### src/rtl/seq_arith_pkg.sv
// Shared encodings for the sequential add/multiply stage.
// Latency: none (definitions only); backpressure: not applicable.
package seq_arith_pkg;

  localparam int WIDTH_DEF = 8;

  localparam logic OP_ADD = 1'b0;
  localparam logic OP_MUL = 1'b1;

  typedef enum logic [1:0] {
    IDLE = 2'd0,
    MUL  = 2'd1,
    DONE = 2'd2
  } state_t;

endpackage

### src/rtl/seq_arith_if.sv
// Request/result handshake bundle between an operand producer and seq_arith_unit.
// Latency: wires only; backpressure: valid/ready on both the request and result sides.
interface seq_arith_if import seq_arith_pkg::*; #(
  parameter int WIDTH = WIDTH_DEF
) ();

  logic               in_valid;
  logic               in_ready;
  logic               in_op;
  logic [WIDTH-1:0]   in_a;
  logic [WIDTH-1:0]   in_b;
  logic               out_valid;
  logic               out_ready;
  logic               out_op;
  logic [2*WIDTH-1:0] out_result;

  modport master (
    output in_valid, in_op, in_a, in_b, out_ready,
    input  in_ready, out_valid, out_op, out_result
  );

  modport slave (
    input  in_valid, in_op, in_a, in_b, out_ready,
    output in_ready, out_valid, out_op, out_result
  );

endinterface

### src/rtl/seq_arith_mul_dp.sv
// Shift-add multiplier datapath: one partial-product step per step_i, loaded by start_i.
// Latency: WIDTH steps per product; backpressure: none, the controller gates step_i.
module seq_arith_mul_dp import seq_arith_pkg::*; #(
  parameter int WIDTH = WIDTH_DEF,
  parameter int CNT_W = $clog2(WIDTH) + 1
) (
  input  logic               clk,
  input  logic               reset,
  input  logic               start_i,
  input  logic               step_i,
  input  logic [WIDTH-1:0]   a_i,
  input  logic [WIDTH-1:0]   b_i,
  output logic               last_o,
  output logic [2*WIDTH-1:0] acc_o
);

  logic [2*WIDTH-1:0] acc_q, acc_d;
  logic [2*WIDTH-1:0] mcand_q, mcand_d;
  logic [WIDTH-1:0]   mplier_q, mplier_d;
  logic [CNT_W-1:0]   cnt_q, cnt_d;
  logic [2*WIDTH-1:0] acc_step;

  // acc_o is the accumulator value after the current step, so the controller can
  // capture the finished product on the same edge that performs the last step.
  assign acc_step = mplier_q[0] ? (acc_q + mcand_q) : acc_q;
  assign acc_o    = acc_step;
  assign last_o   = (cnt_q == CNT_W'(WIDTH - 1));

  always_comb begin
    acc_d    = acc_q;
    mcand_d  = mcand_q;
    mplier_d = mplier_q;
    cnt_d    = cnt_q;
    if (start_i) begin
      acc_d    = '0;
      mcand_d  = {{WIDTH{1'b0}}, a_i};
      mplier_d = b_i;
      cnt_d    = '0;
    end else if (step_i) begin
      acc_d    = acc_step;
      mcand_d  = mcand_q << 1;
      mplier_d = mplier_q >> 1;
      cnt_d    = cnt_q + CNT_W'(1);
    end
  end

  always_ff @(posedge clk or posedge reset) begin
    if (reset) begin
      acc_q    <= '0;
      mcand_q  <= '0;
      mplier_q <= '0;
      cnt_q    <= '0;
    end else begin
      acc_q    <= acc_d;
      mcand_q  <= mcand_d;
      mplier_q <= mplier_d;
      cnt_q    <= cnt_d;
    end
  end

endmodule

### src/rtl/seq_arith_unit.sv
// Sequential arithmetic stage: add in 1 cycle, shift-add multiply in WIDTH+1 cycles.
// Backpressure: result held in DONE until out_ready; in_ready only while IDLE.
module seq_arith_unit import seq_arith_pkg::*; #(
  parameter int WIDTH = WIDTH_DEF
) (
  input  logic        clk,
  input  logic        reset,
  seq_arith_if.slave  bus
);

  localparam int CNT_W = $clog2(WIDTH) + 1;

  state_t             state_q, state_d;
  logic               out_op_q, out_op_d;
  logic [2*WIDTH-1:0] out_result_q, out_result_d;
  logic [WIDTH:0]     add_sum;
  logic               dp_start, dp_step, dp_last;
  logic [2*WIDTH-1:0] dp_acc;

  seq_arith_mul_dp #(
    .WIDTH (WIDTH),
    .CNT_W (CNT_W)
  ) u_mul_dp (
    .clk     (clk),
    .reset   (reset),
    .start_i (dp_start),
    .step_i  (dp_step),
    .a_i     (bus.in_a),
    .b_i     (bus.in_b),
    .last_o  (dp_last),
    .acc_o   (dp_acc)
  );

  assign add_sum        = {1'b0, bus.in_a} + {1'b0, bus.in_b};
  assign bus.in_ready   = (state_q == IDLE);
  assign bus.out_valid  = (state_q == DONE);
  assign bus.out_op     = out_op_q;
  assign bus.out_result = out_result_q;

  always_comb begin
    state_d      = state_q;
    out_op_d     = out_op_q;
    out_result_d = out_result_q;
    dp_start     = 1'b0;
    dp_step      = 1'b0;
    case (state_q)
      IDLE: begin
        if (bus.in_valid) begin
          out_op_d = bus.in_op;
          if (bus.in_op == OP_MUL) begin
            dp_start = 1'b1;
            state_d  = MUL;
          end else begin
            out_result_d = {{(WIDTH-1){1'b0}}, add_sum};
            state_d      = DONE;
          end
        end
      end
      MUL: begin
        dp_step = 1'b1;
        if (dp_last) begin
          out_result_d = dp_acc;
          state_d      = DONE;
        end
      end
      DONE: begin
        if (bus.out_ready) state_d = IDLE;
      end
      default: state_d = IDLE;
    endcase
  end

  always_ff @(posedge clk or posedge reset) begin
    if (reset) begin
      state_q      <= IDLE;
      out_op_q     <= 1'b0;
      out_result_q <= '0;
    end else begin
      state_q      <= state_d;
      out_op_q     <= out_op_d;
      out_result_q <= out_result_d;
    end
  end

endmodule

### src/flat_wrapper.sv
// flat-port wrapper written by rule: the top's interface ports become plain ports
module seq_arith_unit_flat import seq_arith_pkg::*;
#(
  parameter int WIDTH = WIDTH_DEF
)
  (clk, reset, bus_in_valid, bus_in_op, bus_in_a, bus_in_b, bus_out_ready, bus_in_ready, bus_out_valid, bus_out_op, bus_out_result);
  seq_arith_if #(.WIDTH(WIDTH)) bus_i ();
  input  logic clk;
  input  logic reset;
  input wire logic [$bits(bus_i.in_valid)-1:0] bus_in_valid;
  input wire logic [$bits(bus_i.in_op)-1:0] bus_in_op;
  input wire logic [$bits(bus_i.in_a)-1:0] bus_in_a;
  input wire logic [$bits(bus_i.in_b)-1:0] bus_in_b;
  input wire logic [$bits(bus_i.out_ready)-1:0] bus_out_ready;
  output wire logic [$bits(bus_i.in_ready)-1:0] bus_in_ready;
  output wire logic [$bits(bus_i.out_valid)-1:0] bus_out_valid;
  output wire logic [$bits(bus_i.out_op)-1:0] bus_out_op;
  output wire logic [$bits(bus_i.out_result)-1:0] bus_out_result;
  assign bus_i.in_valid = bus_in_valid;
  assign bus_i.in_op = bus_in_op;
  assign bus_i.in_a = bus_in_a;
  assign bus_i.in_b = bus_in_b;
  assign bus_i.out_ready = bus_out_ready;
  assign bus_in_ready = bus_i.in_ready;
  assign bus_out_valid = bus_i.out_valid;
  assign bus_out_op = bus_i.out_op;
  assign bus_out_result = bus_i.out_result;
  seq_arith_unit #(.WIDTH(WIDTH)) u_core (.clk(clk), .reset(reset), .bus(bus_i));
endmodule
### config.mk
export PLATFORM = sky130hd
export DESIGN_NAME = seq_arith_unit_flat
export DESIGN_NICKNAME = d
export VERILOG_FILES = /design/src/rtl/seq_arith_pkg.sv /design/src/rtl/seq_arith_if.sv /design/src/rtl/seq_arith_mul_dp.sv /design/src/rtl/seq_arith_unit.sv /design/src/flat_wrapper.sv
export SDC_FILE = /design/constraint.sdc
export NUM_CORES = 1
export LEC_CHECK = 0
export BUFFER_PORTS_ARGS = -buffer_cell sky130_fd_sc_hd__buf_4
export CORE_MARGIN = 1.5
export CORE_UTILIZATION = 54
export DETAILED_ROUTE_END_ITERATION = 8
export PLACE_DENSITY = 0.77
export SLEW_MARGIN = 10
export SYNTH_ARGS = -nofsm -noshare
export SYNTH_HDL_FRONTEND = slang
export SYNTH_SLANG_ARGS = --single-unit
### constraint.sdc
create_clock -name clk -period 2.1 [get_ports clk]
set_input_delay 0.42 -clock clk [delete_from_list [all_inputs] [get_ports clk]]
set_output_delay 0.42 -clock clk [all_outputs]
set_load 0.01 [all_outputs]
==> results of run 1 <==
## through the flow
| stage | cell area, um2 | hold slack [ns] | instances | setup slack (ns) |
|---|---|---|---|---|
| 2_1_floorplan | 4030 | 0.447 | 464 | 0.00660 |
| 3_3_place_gp | 4910 | 0.459 | 647 | -0.152 |
| 3_5_place_dp | 4910 | 0.465 | 647 | -0.205 |
| 4_1_cts | 5220 | 0.162 | 667 | -0.115 |
| 5_1_grt | 5410 | 0.179 | 670 | -0.273 |
| 6_report | 5410 | 0.154 | 670 | -0.234 |
## registers in the layout (all words and copies together), names as in the netlist
signal,count
u_core.u_mul_dp.cnt_q,4
u_core.bus.out_op,1
u_core.bus.out_result,16
u_core.u_mul_dp.mplier_q,8
u_core.u_mul_dp.mcand_q,16
u_core.u_mul_dp.acc_q,16
u_core.state_q,2
## final timing paths
kind | startpoint | to | slack [ns] | depth (start not counted)
min | reset | u_core.u_mul_dp.cnt_q[2] | 0.15 | 3
min in group clk | bus_out_ready | u_core.state_q[1] | 0.27 | 2
min reg2reg | u_core.u_mul_dp.mplier_q[3] | u_core.u_mul_dp.mplier_q[3] | 0.48 | 2
max | u_core.u_mul_dp.acc_q[0] | u_core.u_mul_dp.acc_q[14] | -0.23 | 8
max reg2reg | u_core.u_mul_dp.acc_q[0] | u_core.u_mul_dp.acc_q[14] | -0.23 | 8
max in group asynchronous | reset | u_core.bus.out_result[8] | 1.68 | 3
## per-layer routing
layer  global-route usage  vias to the layer above  wire [um]
met5                    0                        -          0
met4                0.124                        0        332
met3               0.0637                       45        917
met2                0.487                      214       5850
met1                0.423                     1970       5210
li1                     -                     1874          -
## repair_timing
action,4_1_cts,5_1_grt
resized for setup,11,30
setup endpoints to repair,10,18
pin swaps,10,13
hold buffers,0,0
setup buffers,4,4
## tightest hold or removal path: stages
cell and delay [ns]:
buf_4 0.11, inv_2 0.06, buf_12 0.31
## power by group through the flow
stage,clock network (mW),logic [mW],registers (mW)
4_1_cts,1.13,4.85,2.19
3_3_place_gp,0,4.52,2.16
6_report,1.12,5.39,2.23
5_1_grt,1.18,5.85,2.27
2_1_floorplan,0,2.82,2.16
3_5_place_dp,0,4.64,2.19
## cell type report
| type | instances | area (um2) |
|---|---|---|
| multi-input combinational | 370 | 2570 |
| fill | 494 | 1770 |
| clock inverter | 5 | 56.3 |
| tap | 99 | 124 |
| clock buffer | 11 | 151 |
| inverter | 5 | 18.8 |
| sequential | 63 | 1580 |
| timing repair buffer | 117 | 907 |
## kinds of logic (layout without fill, tap and decap cells)
| family | Yosys count | count (layout) | synth area share |
|---|---|---|---|
| mux | 8 | 8 | 0.0207 |
| xor+xnor | 20 | 20 | 0.0440 |
| simple gates | 185 | 185 | 0.215 |
| compound gates | 131 | 131 | 0.209 |
| buf+inv | 31 | 138 | 0.0301 |
| flops | 63 | 63 | 0.396 |
| fa+ha+maj | 26 | 26 | 0.0854 |
## layout by cell type, fill, tap and decap left out, drive strengths merged, types with 3 or more instances in the layout
cell	count
dfrtp	63
clkinv	4
clkbuf	11
o211ai	5
nand2	85
nor2	37
a21o	8
nand4	5
a22oi	5
a21oi	44
nand3b	4
mux2i	6
a31oi	13
and4	4
o31ai	6
xnor2	8
buf	117
xor2	12
nor4	3
o21ai	24
nor2b	5
nor3	10
and3	3
a211oi	8
nand3	15
o21a	6
ha	24
nand2b	7
inv	4
==> impl_metrics.py, run 1 <==
metrics = {
    "yosys": {
        "syn_area_mm2": 0.00398,
        "synth.distinct_cells": 52,
        "synth.top_cell.area_share": 0.396,
        "synth-warning-count": 0,
        "synth_area_leaders": "dfrtp_1, nand2_1, ha_1, a21oi_1, nor2_1",
        "yosysMostFrequentCell": "nand2_1",
        "synth_flop_cell": "dfrtp_1",
        "syn_inst": 464,
        "synth.largest_area_cell": "dfrtp_1",
        "seq_area_frac_synth": 0.396,
        "syn_area_per_cell_um2": 8.59,
        "ys_ff_latch": 63,
        "synth_edf_count": 0,
        "async_reset_ff_frac": 1.00,
        "synth_nets": 511,
        "ys_top_cells_by_count": "nand2_1, dfrtp_1, a21oi_1",
    },
    "timing": {
        "fin_ws_ns": -0.234,
        "relSlewSlack": 0.617,
        "period_needed_ns": 2.33,
        "tightest_slew_ns": 0.575,
        "finalHoldViolCount": 0,
        "finalCritPeriodShare": 1.11,
        "rsz0062_at_grt": "true",
        "fin_setup_tns_ns": -1.17,
        "setup_viol": 12,
        "final.setup_skew_ns": 0.0128,
        "max_freq_ghz": 0.429,
        "final-max-slew-violation-count": 0,
    },
    "power_and_ir_drop": {
        "switching_share": 0.440,
        "power_frac_clock": 0.128,
        "p_int_mw": 4.90,
        "p_total_mw": 8.74,
        "leakage_nw": 2.47,
        "power_density_mw_per_mm2": 1620,
        "p_sw_mw": 3.84,
        "seqPwrFrac": 0.255,
        "ir_drop_uv": 1070,
        "combPwrFrac": 0.617,
    },
    "place": {
        "dp_hpwl_mm": 7.87,
        "portBuffers": 39,
        "gp_congestion": 0.876,
    },
    "clocking": {
        "clock_sinks": 63,
        "root_buffer": "clkbuf_8",
        "clkSlewWorstSetupHoldPaths_ns": 0.07,
        "h-tree-depth": 3,
        "cts_buffer_depth": 2,
        "cts_buffers": 9,
        "cts_tree": "done",
        "clk_latency_ns": 0.34,
    },
    "global_routing": {
        "antenna_found_initial": 0,
        "grt_overflow": 0,
        "track_usage": 0.310,
        "grt_pass1_vias": 3883,
        "grt_max_degree": 64,
        "grt_first_pass_wirelength_mm": 18.5,
    },
    "die": {
        "start_util": 0.555,
        "rows": 31,
        "boundaryPins": 40,
        "dieArea_mm2": 0.00790,
        "core-area_mm2": 0.00718,
        "die_y_um": 88.9,
        "die_w_um": 88.9,
    },
    "drt": {
        "drtIter0Drc": 422,
        "routedWlPerCell_um": 18.4,
        "viasPerCell": 6.12,
        "drt_drc_violations_left": 0,
        "antenna_left": 0,
        "route.vias.total": 4103,
        "wl_mm": 12.3,
        "drt_first_pass_iters": 5,
    },
    "setup_path": {
        "critPathBufInv": 0,
        "end_kind": "flip-flop",
        "path_class": "reg2reg",
        "worstPathRequired_ns": 2.32,
        "start_kind": "flip-flop",
        "critPathTopFamily": "compound AO/OA/AOI/OAI gates",
        "crit_chain": "ha_2 -> fa_2 -> a21o_4 -> a31o_4 -> a21o_1 -> a31oi_1 -> xor2_1 -> o21ai_1",
        "critPathMaxStageDelay_ns": 0.38,
        "cp_data_arrival_time_ns": 2.55,
        "critPathMaxFanout": 2,
        "cp_slowest_cell": "dfrtp_1",
    },
    "status": {
        "outcome": "finished, violations left",
        "violations": "negative setup slack",
    },
    "finish": {
        "antennaDiodeCount": 0,
        "fin_util": 0.754,
        "final_nets": 613,
        "final_layout_size_suffix_gt1_frac": 0.308,
        "area_growth_pct": 35.8,
    },
    "flow_run": {
        "max_cap_viol_count": 0,
    },
    "worst_hold_path": {
        "holdCritPathClass": "in2async",
    },
}
Note: power is estimated with default switching activity, not from simulation.
==> run 2, diff against run 1 <==
==> constraint.sdc (replaced) <==
create_clock -name clk -period 2.1 [get_ports clk]
set_input_delay 0 -clock clk [delete_from_list [all_inputs] [get_ports clk]]
set_output_delay 0 -clock clk [all_outputs]
set_load 0.01 [all_outputs]
==> run 2 against run 1 <==
Against the previous run: the flow still finishes with violations (negative setup slack); global-route usage up 1.3 points; sequential power down 2%; highest routed layer unchanged; critical path type unchanged; non-clock buffer count up 13; utilization up 0.87 points; worst setup slack better by 0.069 ns.
==> impl_metrics.py, run 2 (same netlist as run 1, synthesis figures left out) <==
metrics = {
    "status": {
        "outcome": "finished, violations left",
        "violations": "negative setup slack",
    },
    "die": {
        "dieArea_mm2": 0.00790,
        "die_w_um": 88.9,
        "rows": 31,
        "start_util": 0.555,
        "core-area_mm2": 0.00718,
        "boundaryPins": 40,
        "die_y_um": 88.9,
    },
    "clocking": {
        "root_buffer": "clkbuf_8",
        "cts_buffers": 9,
        "h-tree-depth": 3,
        "cts_buffer_depth": 2,
        "clkSlewWorstSetupHoldPaths_ns": 0.08,
        "clock_sinks": 63,
        "cts_tree": "done",
        "clk_latency_ns": 0.35,
    },
    "global_routing": {
        "track_usage": 0.324,
        "grt_first_pass_wirelength_mm": 19.1,
        "antenna_found_initial": 0,
        "grt_max_degree": 48,
        "grt_overflow": 0,
        "grt_pass1_vias": 3949,
    },
    "setup_path": {
        "start_kind": "flip-flop",
        "r2r_slack_ns": -0.16,
        "critPathMaxFanout": 6,
        "cp_slowest_cell": "or4_1",
        "crit_chain": "ha_2 -> buf_4 -> buf_4 -> a21o_1 -> nand4_1 -> a21oi_4 -> o21a_1 -> or4_1 -> and3_1",
        "end_kind": "flip-flop",
        "cp_data_arrival_time_ns": 2.52,
        "critPathMaxStageDelay_ns": 0.46,
        "worstPathRequired_ns": 2.35,
        "path_class": "reg2reg",
        "path_common_cell": "buf_4",
    },
    "timing": {
        "finalCritPeriodShare": 1.08,
        "fin_setup_tns_ns": -1.13,
        "whs_ns": 0.102,
        "setup_viol": 15,
        "fin_ws_ns": -0.165,
        "finalHoldViolCount": 0,
        "relSlewSlack": 0.596,
        "max_freq_ghz": 0.442,
        "final.setup_skew_ns": 0.00696,
        "tightest_slew_ns": 0.606,
        "rsz0062_at_grt": "true",
        "final-max-slew-violation-count": 0,
        "period_needed_ns": 2.26,
    },
    "worst_hold_path": {
        "holdCritPathClass": "in2reg",
    },
    "drt": {
        "viasPerCell": 6.05,
        "routedWlPerCell_um": 18.0,
        "route.met2.wl_mm": 5.99,
        "drt_first_pass_iters": 7,
        "top_layer": "met4",
        "wl_mm": 12.3,
        "antenna_left": 0,
        "met1_length_mm": 5.14,
        "route.vias.total": 4129,
        "dr_wl_met3_um": 880,
        "drt_drc_violations_left": 0,
        "drtIter0Drc": 390,
    },
    "power_and_ir_drop": {
        "p_sw_mw": 3.77,
        "seqPwrFrac": 0.257,
        "power_frac_clock": 0.129,
        "p_total_mw": 8.50,
        "p_int_mw": 4.73,
        "combPwrFrac": 0.614,
        "ir_drop_uv": 1030,
        "switching_share": 0.444,
        "leakage_nw": 2.54,
        "power_density_mw_per_mm2": 1550,
    },
    "finish": {
        "instances_no_fill": 683,
        "final_nets": 626,
        "fin_util": 0.763,
        "area_growth_pct": 37.3,
        "final_layout_size_suffix_gt1_frac": 0.281,
        "nFillCells": 481,
        "final_area_mm2": 0.00547,
        "antennaDiodeCount": 0,
        "final_common_cell": "buf_4",
        "layout_common_cells": "buf_4, nand2_1, dfrtp_1, nor2_1, a21oi_1",
    },
    "place": {
        "dp.cells": 640,
        "dp_hpwl_mm": 7.92,
        "place_ws_ns": -0.0707,
        "gp_congestion": 0.890,
        "portBuffers": 39,
        "postPlaceCellArea_mm2": 0.00487,
    },
    "flow_run": {
        "max_cap_viol_count": 0,
    },
}
## run 2: worst max-delay path: cells and delay by family, from the launching register on
kind | cells | cell delay, ns
buf+inv | 2 | 0.25
fa+ha+maj | 1 | 0.20
compound gates | 3 | 0.49
simple gates | 3 | 0.79
flops | 1 | 0.41
## run 2: worst paths after layout
path,startpoint,to,cells past startpoint
worst max-delay path,u_core.u_mul_dp.mcand_q[0],u_core.u_mul_dp.acc_q[15],9
worst min-delay path,bus_in_op,u_core.state_q[0],4
worst max register to register,u_core.u_mul_dp.mcand_q[0],u_core.u_mul_dp.acc_q[15],9
worst min register to register,u_core.u_mul_dp.mplier_q[2],u_core.u_mul_dp.mplier_q[2],2
max in group asynchronous,reset,u_core.u_mul_dp.acc_q[1],4
min in group asynchronous,reset,u_core.u_mul_dp.mcand_q[11],3
## run 2: cell type report
cell class | count | area (um2) | area share
Inverter | 5 | 18.8 | 0.00343
Timing Repair Buffer | 130 | 1070 | 0.195
Sequential cell | 63 | 1580 | 0.288
Clock inverter | 7 | 72.6 | 0.0133
Multi-Input combinational cell | 370 | 2490 | 0.454
Tap cell | 99 | 124 | 0.0226
Clock buffer | 9 | 124 | 0.0226
## run 2: repair_timing
item,4_1_cts,5_1_grt
pin swaps,14,12
endpoints found under the setup margin,12,21
gates resized for setup,8,27
setup buffers,3,5
endpoints found under the hold margin,43,0
hold buffers,19,0
## run 2: power by group through the flow
stage | logic, mW | clock network (mW) | registers [mW]
after global placement | 4.52 | 0 | 2.16
after detailed placement | 4.65 | 0 | 2.18
final | 5.22 | 1.09 | 2.19
after CTS | 4.83 | 1.09 | 2.17
after global routing | 5.68 | 1.14 | 2.24
after floorplan | 2.82 | 0 | 2.16
## run 2: routing by layer
| metal | vias to the layer above | GRT usage |
|---|---|---|
| met5 | - | 0 |
| met1 | 2002 | 0.440 |
| met4 | 0 | 0.102 |
| met3 | 36 | 0.0554 |
| met2 | 194 | 0.530 |
| li1 | 1897 | - |
==> run 3, diff against run 2 <==
Settings changed: RECOVER_POWER set to 100.
==> run 3 against run 2 <==
Against the previous run: clock-buffer cell count stayed put; the flow still finishes with violations (negative setup slack); utilization shrank 1.4 points; power down 1.5%; non-clock buffer count unchanged; largest power group unchanged; clock skew is 0.00077 ns lower; critical path depth did not move; clock power is essentially flat; final area is 1.9% lower.
==> impl_metrics.py, run 3 (same netlist as run 1, synthesis figures left out) <==
metrics = {
    "timing": {
        "tightest_slew_ns": 1.02,
        "final.setup_skew_ns": 0.00618,
        "max_freq_ghz": 0.443,
        "setup_viol": 14,
        "fin_setup_tns_ns": -1.10,
        "period_needed_ns": 2.26,
        "final-max-slew-violation-count": 0,
        "whs_ns": 0.195,
        "finalCritPeriodShare": 1.07,
        "fin_ws_ns": -0.156,
        "finalHoldViolCount": 0,
        "relSlewSlack": 0.322,
        "rsz0062_at_grt": "true",
    },
    "drt": {
        "drt_drc_violations_left": 0,
        "drtIter0Drc": 325,
        "drt_first_pass_iters": 5,
        "viasPerCell": 6.01,
        "routedWlPerCell_um": 18.0,
        "antenna_left": 0,
        "route.vias.total": 4107,
        "wl_mm": 12.3,
    },
    "clocking": {
        "root_buffer": "clkbuf_8",
        "clock_sinks": 63,
        "cts_tree": "done",
        "clkSlewWorstSetupHoldPaths_ns": 0.08,
        "cts_buffer_depth": 2,
        "cts_buffers": 9,
        "clk_latency_ns": 0.36,
        "h-tree-depth": 3,
    },
    "setup_path": {
        "worstPathRequired_ns": 2.35,
        "start_kind": "flip-flop",
        "critPathMaxFanout": 6,
        "cp_data_arrival_time_ns": 2.51,
        "end_kind": "flip-flop",
        "path_class": "reg2reg",
    },
    "finish": {
        "nFillCells": 506,
        "multi_input_area_mm2": 0.00249,
        "final_nets": 626,
        "area_growth_pct": 34.8,
        "seq_area_mm2": 0.00158,
        "antennaDiodeCount": 0,
        "final_layout_size_suffix_gt1_frac": 0.241,
        "final_common_cell": "nand2_1",
        "layout_common_cells": "nand2_1, buf_4, dfrtp_1, nor2_1, a21oi_1",
    },
    "global_routing": {
        "antenna_found_initial": 0,
        "grt_overflow": 0,
        "grt_max_degree": 48,
        "grt_first_pass_wirelength_mm": 19.1,
        "track_usage": 0.324,
        "grt_pass1_vias": 3949,
    },
    "status": {
        "outcome": "finished, violations left",
        "violations": "negative setup slack",
    },
    "die": {
        "rows": 31,
        "start_util": 0.555,
        "die_w_um": 88.9,
        "core-area_mm2": 0.00718,
        "die_y_um": 88.9,
        "dieArea_mm2": 0.00790,
        "boundaryPins": 40,
    },
    "worst_hold_path": {
        "holdCritPathClass": "in2reg",
    },
    "place": {
        "portBuffers": 39,
        "dp_hpwl_mm": 7.92,
        "place_ws_ns": -0.0707,
        "gp_congestion": 0.890,
    },
    "flow_run": {
        "max_cap_viol_count": 0,
    },
    "power_and_ir_drop": {
        "power_density_mw_per_mm2": 1560,
        "ir_drop_uv": 1010,
        "leakage_nw": 2.45,
    },
}
==> run 3: critical path: stages, from the launching register on <==
cell	delay, ns
dfrtp_1	0.40
ha_2	0.20
buf_4	0.13
buf_4	0.12
a21o_1	0.19
nand4_1	0.18
a21oi_4	0.12
o21a_1	0.19
or4_1	0.46
and3_1	0.15
==> run 3: where the power goes <==
group | switching (mW) | internal (mW) | total [mW]
Sequential | 0.436 | 1.75 | 2.18
Clock | 0.551 | 0.549 | 1.10
Combinational | 2.81 | 2.29 | 5.09
==> run 3: final timing paths <==
check | to | slack [ns] | start | cells past startpoint
max in group asynchronous | u_core.u_mul_dp.acc_q[1] | 0.46 | reset | 4
min in group asynchronous | u_core.u_mul_dp.mcand_q[11] | 0.43 | reset | 3
worst max register to register | u_core.u_mul_dp.acc_q[15] | -0.16 | u_core.u_mul_dp.mcand_q[0] | 9
worst min-delay path | u_core.u_mul_dp.mcand_q[0] | 0.20 | bus_in_op | 4
worst min register to register | u_core.u_mul_dp.mplier_q[2] | 0.48 | u_core.u_mul_dp.mplier_q[2] | 2
worst max-delay path | u_core.u_mul_dp.acc_q[15] | -0.16 | u_core.u_mul_dp.mcand_q[0] | 9
==> run 3: cell type report <==
class,count,area share
multi-input combinational,370,0.463
sequential,63,0.294
timing repair buffer,130,0.180
clock buffer,9,0.0231
tap,99,0.0231
clock inverter,7,0.0135
inverter,5,0.00350
==> run 3: metrics by stage <==
step	std cells	instance area (um2)	power, mW	util
final	683	5370	8.37	0.748
after global routing	683	5370	8.91	0.748
after CTS	678	5320	8.08	0.741
after detailed placement	640	4870	6.83	0.679
after global placement	640	4870	6.68	0.679
after floorplan	464	4030	4.97	-
==> run 3: repair_timing <==
item,4_1_cts,5_1_grt
pin swaps,14,12
setup endpoints to repair,12,21
endpoints found under the hold margin,43,0
hold buffers,19,0
setup buffers,3,5
gates resized for setup,8,27
==> run 3: layer usage <==
metal | share of wire | wire, um | vias to the layer above | track usage
met5 | 0 | 0 | - | 0
met4 | 0.020 | 244 | 0 | 0.102
met3 | 0.067 | 831 | 28 | 0.0554
met2 | 0.49 | 6040 | 190 | 0.530
met1 | 0.42 | 5210 | 1998 | 0.440
li1 | - | - | 1891 | -
